### config.mk
export PLATFORM = sky130hd
export DESIGN_NAME = crono_countdown
export DESIGN_NICKNAME = d
export VERILOG_FILES = /design/src/rtl/crono_countdown.sv
export SDC_FILE = /design/constraint.sdc
export NUM_CORES = 1
export LEC_CHECK = 0
export ABC_AREA = 1
export CORE_AREA = 2 2 78 136
export DETAILED_ROUTE_END_ITERATION = 12
export DIE_AREA = 0 0 80 138
export GPL_TIMING_DRIVEN = 0
export HOLD_SLACK_MARGIN = 0.06
export PLACE_DENSITY = 0.51
export SYNTH_ARGS = -nofsm -noshare
export SYNTH_HDL_FRONTEND = slang
export SYNTH_SLANG_ARGS = --single-unit
### constraint.sdc
create_clock -name clk -period 4.1 [get_ports clk]
set_clock_uncertainty 0.15 [all_clocks]
set_input_delay 0.82 -clock clk [delete_from_list [all_inputs] [get_ports clk]]
set_output_delay 0.82 -clock clk [all_outputs]
set_load 0.05 [all_outputs]
### src/rtl/crono_countdown.sv
// Chronometer countdown: captures a clamped BCD HH:MM:SS preset, counts it down per 1 Hz tick, raises an alarm at zero.
// Optional build macro CRONO_BLINK_EN makes the alarm toggle on each tick while in DONE.
module crono_countdown #(
  parameter int unsigned ALARM_SECS = 10
) (
  input  logic       clk,
  input  logic       reset,
  input  logic       tick_1hz,
  input  logic       load,
  input  logic       start,
  input  logic       stop,
  input  logic       alarm_clr,
  input  logic [7:0] HCcr_in,
  input  logic [7:0] MCcr_in,
  input  logic [7:0] SCcr_in,
  output logic [7:0] HCout,
  output logic [7:0] MCout,
  output logic [7:0] SCout,
  output logic       running,
  output logic       done_pulse,
  output logic       alarm
);

  typedef enum logic [1:0] {
    IDLE   = 2'd0,
    PAUSED = 2'd1,
    RUN    = 2'd2,
    DONE   = 2'd3
  } state_t;

  localparam logic [7:0] ALARM_INIT = 8'(ALARM_SECS);

  state_t      state_r;
  logic [7:0]  alarm_cnt_r;
  logic [23:0] preset_s;
  logic [23:0] count_s;
  logic [23:0] dec_s;

  // Minutes/seconds digit clamp: tens to 5, units to 9.
  function automatic logic [7:0] clamp_ms(input logic [7:0] v);
    logic [3:0] t;
    logic [3:0] u;
    t = (v[7:4] > 4'd5) ? 4'd5 : v[7:4];
    u = (v[3:0] > 4'd9) ? 4'd9 : v[3:0];
    return {t, u};
  endfunction

  // Hours clamp: tens to 2, units to 9, then anything above 23 to 23.
  function automatic logic [7:0] clamp_hours(input logic [7:0] v);
    logic [3:0] t;
    logic [3:0] u;
    t = (v[7:4] > 4'd2) ? 4'd2 : v[7:4];
    u = (v[3:0] > 4'd9) ? 4'd9 : v[3:0];
    u = ((t == 4'd2) && (u > 4'd3)) ? 4'd3 : u;
    return {t, u};
  endfunction

  // One BCD digit with borrow: returns {borrow_out, digit_out}.
  function automatic logic [4:0] dec_digit(input logic [3:0] d, input logic [3:0] top,
                                           input logic b_in);
    if (!b_in) begin
      return {1'b0, d};
    end else if (d == 4'd0) begin
      return {1'b1, top};
    end else begin
      return {1'b0, d - 4'd1};
    end
  endfunction

  // Whole-time decrement; 00:00:00 wraps to 23:59:59 so no non-BCD value can appear.
  function automatic logic [23:0] bcd_dec(input logic [23:0] v);
    logic [4:0] r0, r1, r2, r3, r4, r5;
    if (v == 24'h000000) begin
      return 24'h235959;
    end else begin
      r0 = dec_digit(v[3:0],   4'd9, 1'b1);
      r1 = dec_digit(v[7:4],   4'd5, r0[4]);
      r2 = dec_digit(v[11:8],  4'd9, r1[4]);
      r3 = dec_digit(v[15:12], 4'd5, r2[4]);
      r4 = dec_digit(v[19:16], 4'd9, r3[4]);
      r5 = dec_digit(v[23:20], 4'd2, r4[4]);
      return {r5[3:0], r4[3:0], r3[3:0], r2[3:0], r1[3:0], r0[3:0]};
    end
  endfunction

  assign preset_s = {clamp_hours(HCcr_in), clamp_ms(MCcr_in), clamp_ms(SCcr_in)};
  assign count_s  = {HCout, MCout, SCout};
  assign dec_s    = bcd_dec(count_s);
  assign running  = (state_r == RUN);

  // Control FSM with registered time, alarm and expiry outputs.
  always_ff @(posedge clk or negedge reset) begin
    if (!reset) begin
      state_r     <= IDLE;
      HCout       <= 8'h00;
      MCout       <= 8'h00;
      SCout       <= 8'h00;
      done_pulse  <= 1'b0;
      alarm       <= 1'b0;
      alarm_cnt_r <= 8'd0;
    end else begin
      done_pulse <= 1'b0;
      if (load && (state_r != RUN)) begin
        {HCout, MCout, SCout} <= preset_s;
        state_r     <= (preset_s != 24'h000000) ? PAUSED : IDLE;
        alarm       <= 1'b0;
        alarm_cnt_r <= 8'd0;
      end else begin
        case (state_r)
          IDLE: begin
            state_r <= IDLE;
          end
          PAUSED: begin
            state_r <= start ? RUN : PAUSED;
          end
          RUN: begin
            if (stop) begin
              state_r <= PAUSED;
            end else if (tick_1hz) begin
              {HCout, MCout, SCout} <= dec_s;
              if (dec_s == 24'h000000) begin
                state_r     <= DONE;
                done_pulse  <= 1'b1;
                alarm       <= 1'b1;
                alarm_cnt_r <= ALARM_INIT;
              end else begin
                state_r <= RUN;
              end
            end else begin
              state_r <= RUN;
            end
          end
          DONE: begin
            if (alarm_clr) begin
              state_r     <= IDLE;
              alarm       <= 1'b0;
              alarm_cnt_r <= 8'd0;
            end else if (tick_1hz) begin
              if (alarm_cnt_r <= 8'd1) begin
                state_r     <= IDLE;
                alarm       <= 1'b0;
                alarm_cnt_r <= 8'd0;
              end else begin
                alarm_cnt_r <= alarm_cnt_r - 8'd1;
`ifdef CRONO_BLINK_EN
                alarm <= ~alarm;
`else
                alarm <= 1'b1;
`endif
              end
            end else begin
              state_r <= DONE;
            end
          end
          default: begin
            state_r <= IDLE;
          end
        endcase
      end
    end
  end

endmodule

[After elaboration in Yosys (flattened, before gate mapping)]
Index checks and enable logic that the tools add are counted.
Word-level totals
  flip-flop bits (word level): 36
  output and inout bits: 27
  memory bits (read-only): 0
  memories kept: 0
  bits of input ports: 31
  latch bits: 0
  word-level logic and storage cells: 117
  RAM bits: 0
Cells by class
  bitwise logic cells: 0
  order comparisons: 8
  shift-type cells: 0
  equality and inequality tests: 11
  divide/modulo/power cells: 0
  reductions and logical operators: 17
  add/subtract/negate cells: 7
  mux-type cells: 67
  multiply operators: 0
Operators by type and width (count)
  2-to-1 mux 8 bit: 19
  2-to-1 mux 5 bit: 14
  logical NOT 24 bit: 2
  2-to-1 mux 4 bit: 9
  logical NOT 4 bit: 6
  2-to-1 mux 24 bit: 1
  nonzero test 24 bit: 1
  subtractor 4 x 1 -> 4 bit (second input constant): 6
  case mux 8 bit (2 select lines): 1
  2-to-1 mux 1 bit: 14
  2-to-1 mux 2 bit: 7
  greater-than comparator 4 bit (second input constant): 3
  greater-than comparator 4 x 2 -> 1 bit (second input constant): 2
  greater-than comparator 4 x 3 -> 1 bit (second input constant): 2
  less-or-equal comparator 8 x 1 -> 1 bit (second input constant): 1
  case mux 2 bit (4 select lines): 1
  subtractor 8 x 1 -> 8 bit (second input constant): 1
  inequality test 3 x 2 -> 1 bit (second input constant): 2
  inequality test 5 bit (second input constant): 1
  AND reduction 5 bit: 1
  == test 2 bit (second input constant): 2
  == test 4 x 2 -> 1 bit (second input constant): 1
  inequality test 4 bit (second input constant): 1
  nonzero test 2 bit: 2
  9 further kinds: 10

[Longest topological paths before layout]
  depth after elaboration: 19
  depth in mapped cells: 18
  depth with buffers taken out: 17

[Least setup slack after synthesis]
Ideal clock, no wire load.
  path kind: register to register
  start point: register SCout[0]
  end point: register alarm
  library setup time: 119 ps
  slack: 1546 ps
  data required time: 3831 ps
  arrival: 2285 ps
  buffers on the path: 1
  stages on the path, launching flop included: 16
  period minus slack after synthesis: 2554 ps
  cell sequence: dfrtp_1 > inv_1 > ha_1 > nand2_4 > nor2_8 > buf_6 > nand4_2 > nand2_1 > nand2_2 > nand3_2 > nor3_2 > nand3_2 > nand2_4 > nand2_4 > nand2_1 > nand2_1
On the way
  cells in the longest elaborated chain, start to end: 16
  elaborated cells between the ends (all ways): 18
  those cells by class: add/sub (1); eq/ne (1); mux (12); reduce/logical (4)
RTL lines
  start, declared: line 18  | output logic [7:0] SCout,
  start signal, assigned: line 104  | {HCout, MCout, SCout} <= preset_s;
  start signal, assigned: line 120  | {HCout, MCout, SCout} <= dec_s;
  logical NOT 4 bit: line 63  | end else if (d == 4'd0) begin
  2-to-1 mux 5 bit: line 63
  2-to-1 mux 5 bit: line 73  | if (v == 24'h000000) begin
  2-to-1 mux 5 bit: line 61  | if (!b_in) begin
  2-to-1 mux 5 bit: line 73
  2-to-1 mux 5 bit: line 61
  2-to-1 mux 5 bit: line 73
  2-to-1 mux 5 bit: line 61
  2-to-1 mux 5 bit: line 73
  2-to-1 mux 5 bit: line 61
  2-to-1 mux 5 bit: line 73
  2-to-1 mux 4 bit: line 61
  2-to-1 mux 24 bit *: line 73
  logical NOT 24 bit *: line 121  | if (dec_s == 24'h000000) begin
  inequality test 3 x 1 -> 1 bit (no source line) *
  AND reduction 5 bit (no source line) *
  end signal, assigned: line 124  | alarm <= 1'b1;
  end signal, assigned: line 136  | alarm <= 1'b0;
  end signal, assigned: line 141  | alarm <= 1'b0;
  end, declared: line 21  | output logic alarm
Every way passes the cells marked *; elsewhere a longest branch is shown, timed or not. The select of a mux whose other input is x is not followed.
A chain may end at the register's enable or synchronous reset.

[Worst setup path in the final report]
  start point: input tick_1hz
  end point: register SCout[5]
On the way
  cells in the longest elaborated chain, start to end: 2
RTL lines
  start, declared: line 8  | input logic tick_1hz,
  nonzero test 2 bit (no source line)
  AND reduction 3 bit (no source line)
Every way passes these cells.

==> reports/metrics.cfg <==
[worst_setup_path]
crit_required_ns = 4.08
cpPeakStageDelay_ns = 0.56
cp.depth = 9
rr_worst_depth = 15
cp_max_fo = 10
crit_type = primary input to flip-flop
critPathLaunch = tick_1hz
critPathCaptureType = flip-flop
critPathArrivalTime_ns = 3.17
crit_path_cell_trace = clkdlybuf4s50_1 > inv_1 > nor2_1 > nand2_1 > inv_1 > nor2_1 > inv_2 > clkbuf_1 > o221ai_1
r2r_start = SCout[0]$_DFFE_PN0P_
worst_path_max_delay_cell = clkdlybuf4s50_1
crit_family = buffers and inverters
critPathBufInv = 5
startpoint_type = primary input

[global_routing]
use_met3 = 0.02872
grt_max_degree = 23
grt_busiest_layer = met2
antenna_found_initial = 0
grt_pass1_wl_um = 16650
grt_usage = 0.1924
met2_usage = 0.3500
grt_overflow = 0
grt_pass1_vias = 3347
use_met1 = 0.2088

[clock_tree]
htreeDepth = 2
hold_buffers = 0
postCtsSetupBuffers = 0
clockBufferDepth = 2
cts_tree = done
cts_buffers = 5
cts_resized = 0
cts_root_buffer = clkbuf_16
insertion_delay_ns = 0.29
numClockSinks = 36
clk_pin_slew_ns = 0.06

[placed_design]
io_buffers = 57
place_inst = 608
gp_congestion = 0.9146
dp_hpwl_um = 7998

[yosys]
synth_warnings = 0
synthesis.nets = 459
syn_area_um2 = 2903
avgSynthCellArea_um2 = 6.862
synthCells = 423
ys_seq_area_frac = 0.3103
yosysUniqueCellTypes = 41
yosys_register_bits = 36

[outcome]
status = complete, no violations

[timing]
hold_viol = 0
period_minus_slack_ns = 3.194
worst_pin_slew_ns = 0.6547
tns_ns = 0
max_freq_ghz = 0.3131
fin_crit_sh = 0.7790
rsz0062_at_grt = no
setup_viol = 0
final_max_slew_viol_count = 0
holdWs_ns = 0.3063
relSlewSlack = 0.5631

[pwr]
powerDensity_nw_per_um2 = 363.5
total_power_mw = 1.374
clockPowerShare = 0.274
switching_share = 0.4146
p_sw_uw = 569.8
ir_worst_vdd_v = 0.0002466
p_leak_nw = 1.744
p_seq_frac = 0.314
p_comb_frac = 0.413
power.internal_uw = 804.5

[detailed_routing]
antenna_left = 0
drt_wl_total_um = 9889
first_pass_iters = 4
drc_errors = 0
drt-initial-drc-count = 190
dr_total_vias = 3136
wl_per_cell_um = 16.08
via_per_inst = 5.099

[floorplan]
die_area_um2 = 11040
rows = 49
start_util = 0.2887
io_pins = 58
core_area_um2 = 10050
die_w_um = 80
chipHeight_um = 138

[cells_and_area]
num_antenna_cells = 0
most-common-layout-cells = nand2_1 (109), clkdlybuf4s50_1 (56), inv_1 (55), nor2_1 (41), nand3_1 (38)
area_growth_syn_to_layout_pct = 30.26
final_common_cell = nand2_1
finalNonFillerCells = 615
nets = 524
drive_gt1_frac = 0.08607

[flow_run]
max_cap_violations = 0

[min_path]
hp-class = primary input to async pin

-- worst reg2reg max path: cells and delay by family, from the launching register on --
| kind | cells | cell delay, ns |
|---|---|---|
| and+or+nand+nor | 13 | 1.65 |
| DFF | 1 | 0.40 |
| adders and majority gates | 1 | 0.22 |
| buffers and inverters | 1 | 0.16 |
-- flip-flops by register name, summed over array words and instances (netlist names) --
register,cells
state_r,2
HCout,8
alarm_cnt_r,8
done_pulse,1
alarm,1
SCout,8
MCout,8
-- cells in the mapped netlist (all sizes together) --
cell type | count | share of area
a2111o | 1 | 0.0039
a21oi | 9 | 0.016
a221oi | 1 | 0.0030
a22oi | 1 | 0.0026
buf | 1 | 0.0039
clkbuf | 5 | 0.0065
clkinv | 2 | 0.0026
dfrtp | 36 | 0.31
ha | 5 | 0.022
inv | 59 | 0.076
nand2 | 119 | 0.17
nand3 | 41 | 0.078
nand3b | 5 | 0.013
nand4 | 13 | 0.030
nor2 | 49 | 0.084
nor3 | 16 | 0.029
nor4 | 5 | 0.011
o2111ai | 1 | 0.0030
o211ai | 6 | 0.016
o21a | 1 | 0.0026
o21ai | 16 | 0.034
o221ai | 13 | 0.039
o22ai | 5 | 0.011
o311ai | 1 | 0.0030
or2 | 3 | 0.0065
or3 | 1 | 0.0022
xnor2 | 1 | 0.0030
xor2 | 7 | 0.021
-- cells by family (layout without fill, tap and decap cells) --
logic type | count (synthesis) | after routing | share of synthesized area
xor+xnor | 8 | 8 | 0.02414
compound gates | 55 | 55 | 0.1332
fa+ha+maj | 5 | 5 | 0.02155
simple gates | 252 | 252 | 0.4216
buf+inv | 67 | 132 | 0.08922
flops | 36 | 36 | 0.3103
-- through the flow --
step	cell area [um^2]	util	setup slack (ns)
2_1_floorplan	2903	-	1.546
3_3_place_gp	3632	0.3612	0.6061
3_5_place_dp	3647	0.3627	0.6129
4_1_cts	3781	0.3761	0.9187
5_1_grt	3781	0.3761	0.7528
6_report	3781	0.3761	0.9061
-- area by class of cell --
| cell class | instances | area [um^2] |
|---|---|---|
| clock inverters | 1 | 5.005 |
| well taps | 127 | 158.9 |
| clock buffers | 6 | 128.9 |
| fillers | 1110 | 6274 |
| inverters | 61 | 229.0 |
| multi-input cells | 320 | 1743 |
| repair buffers | 58 | 585.6 |
| plain buffers | 6 | 30.03 |
| flip-flops and latches | 36 | 900.9 |
-- power groups by stage --
stage	registers, mW	logic (mW)	clock network (mW)
2_1_floorplan	0.522	0.295	0
3_3_place_gp	0.437	0.564	0
3_5_place_dp	0.437	0.568	0
4_1_cts	0.431	0.570	0.388
5_1_grt	0.436	0.629	0.399
6_report	0.431	0.567	0.376
-- worst paths after layout --
kind                                         endpoint  slack [ns]
max                              SCout[5]$_DFFE_PN0P_        0.91
min                              MCout[1]$_DFFE_PN0P_        0.31
max reg2reg                alarm_cnt_r[5]$_DFFE_PN0P_        1.40
min reg2reg                         alarm$_DFFE_PN0P_        0.33
max in group asynchronous      state_r[1]$_DFFE_PN0P_        3.03
min in group clk                    alarm$_DFFE_PN0P_        0.33
-- per-layer routing --
| metal | vias up | wire, um | part of all wire |
|---|---|---|---|
| li1 | 1558 | - | - |
| met1 | 1465 | 3635 | 0.37 |
| met2 | 84 | 5488 | 0.55 |
| met3 | 29 | 333 | 0.034 |
| met4 | 0 | 431 | 0.044 |
| met5 | - | 0 | 0 |
(Power assumes the default switching activity.)
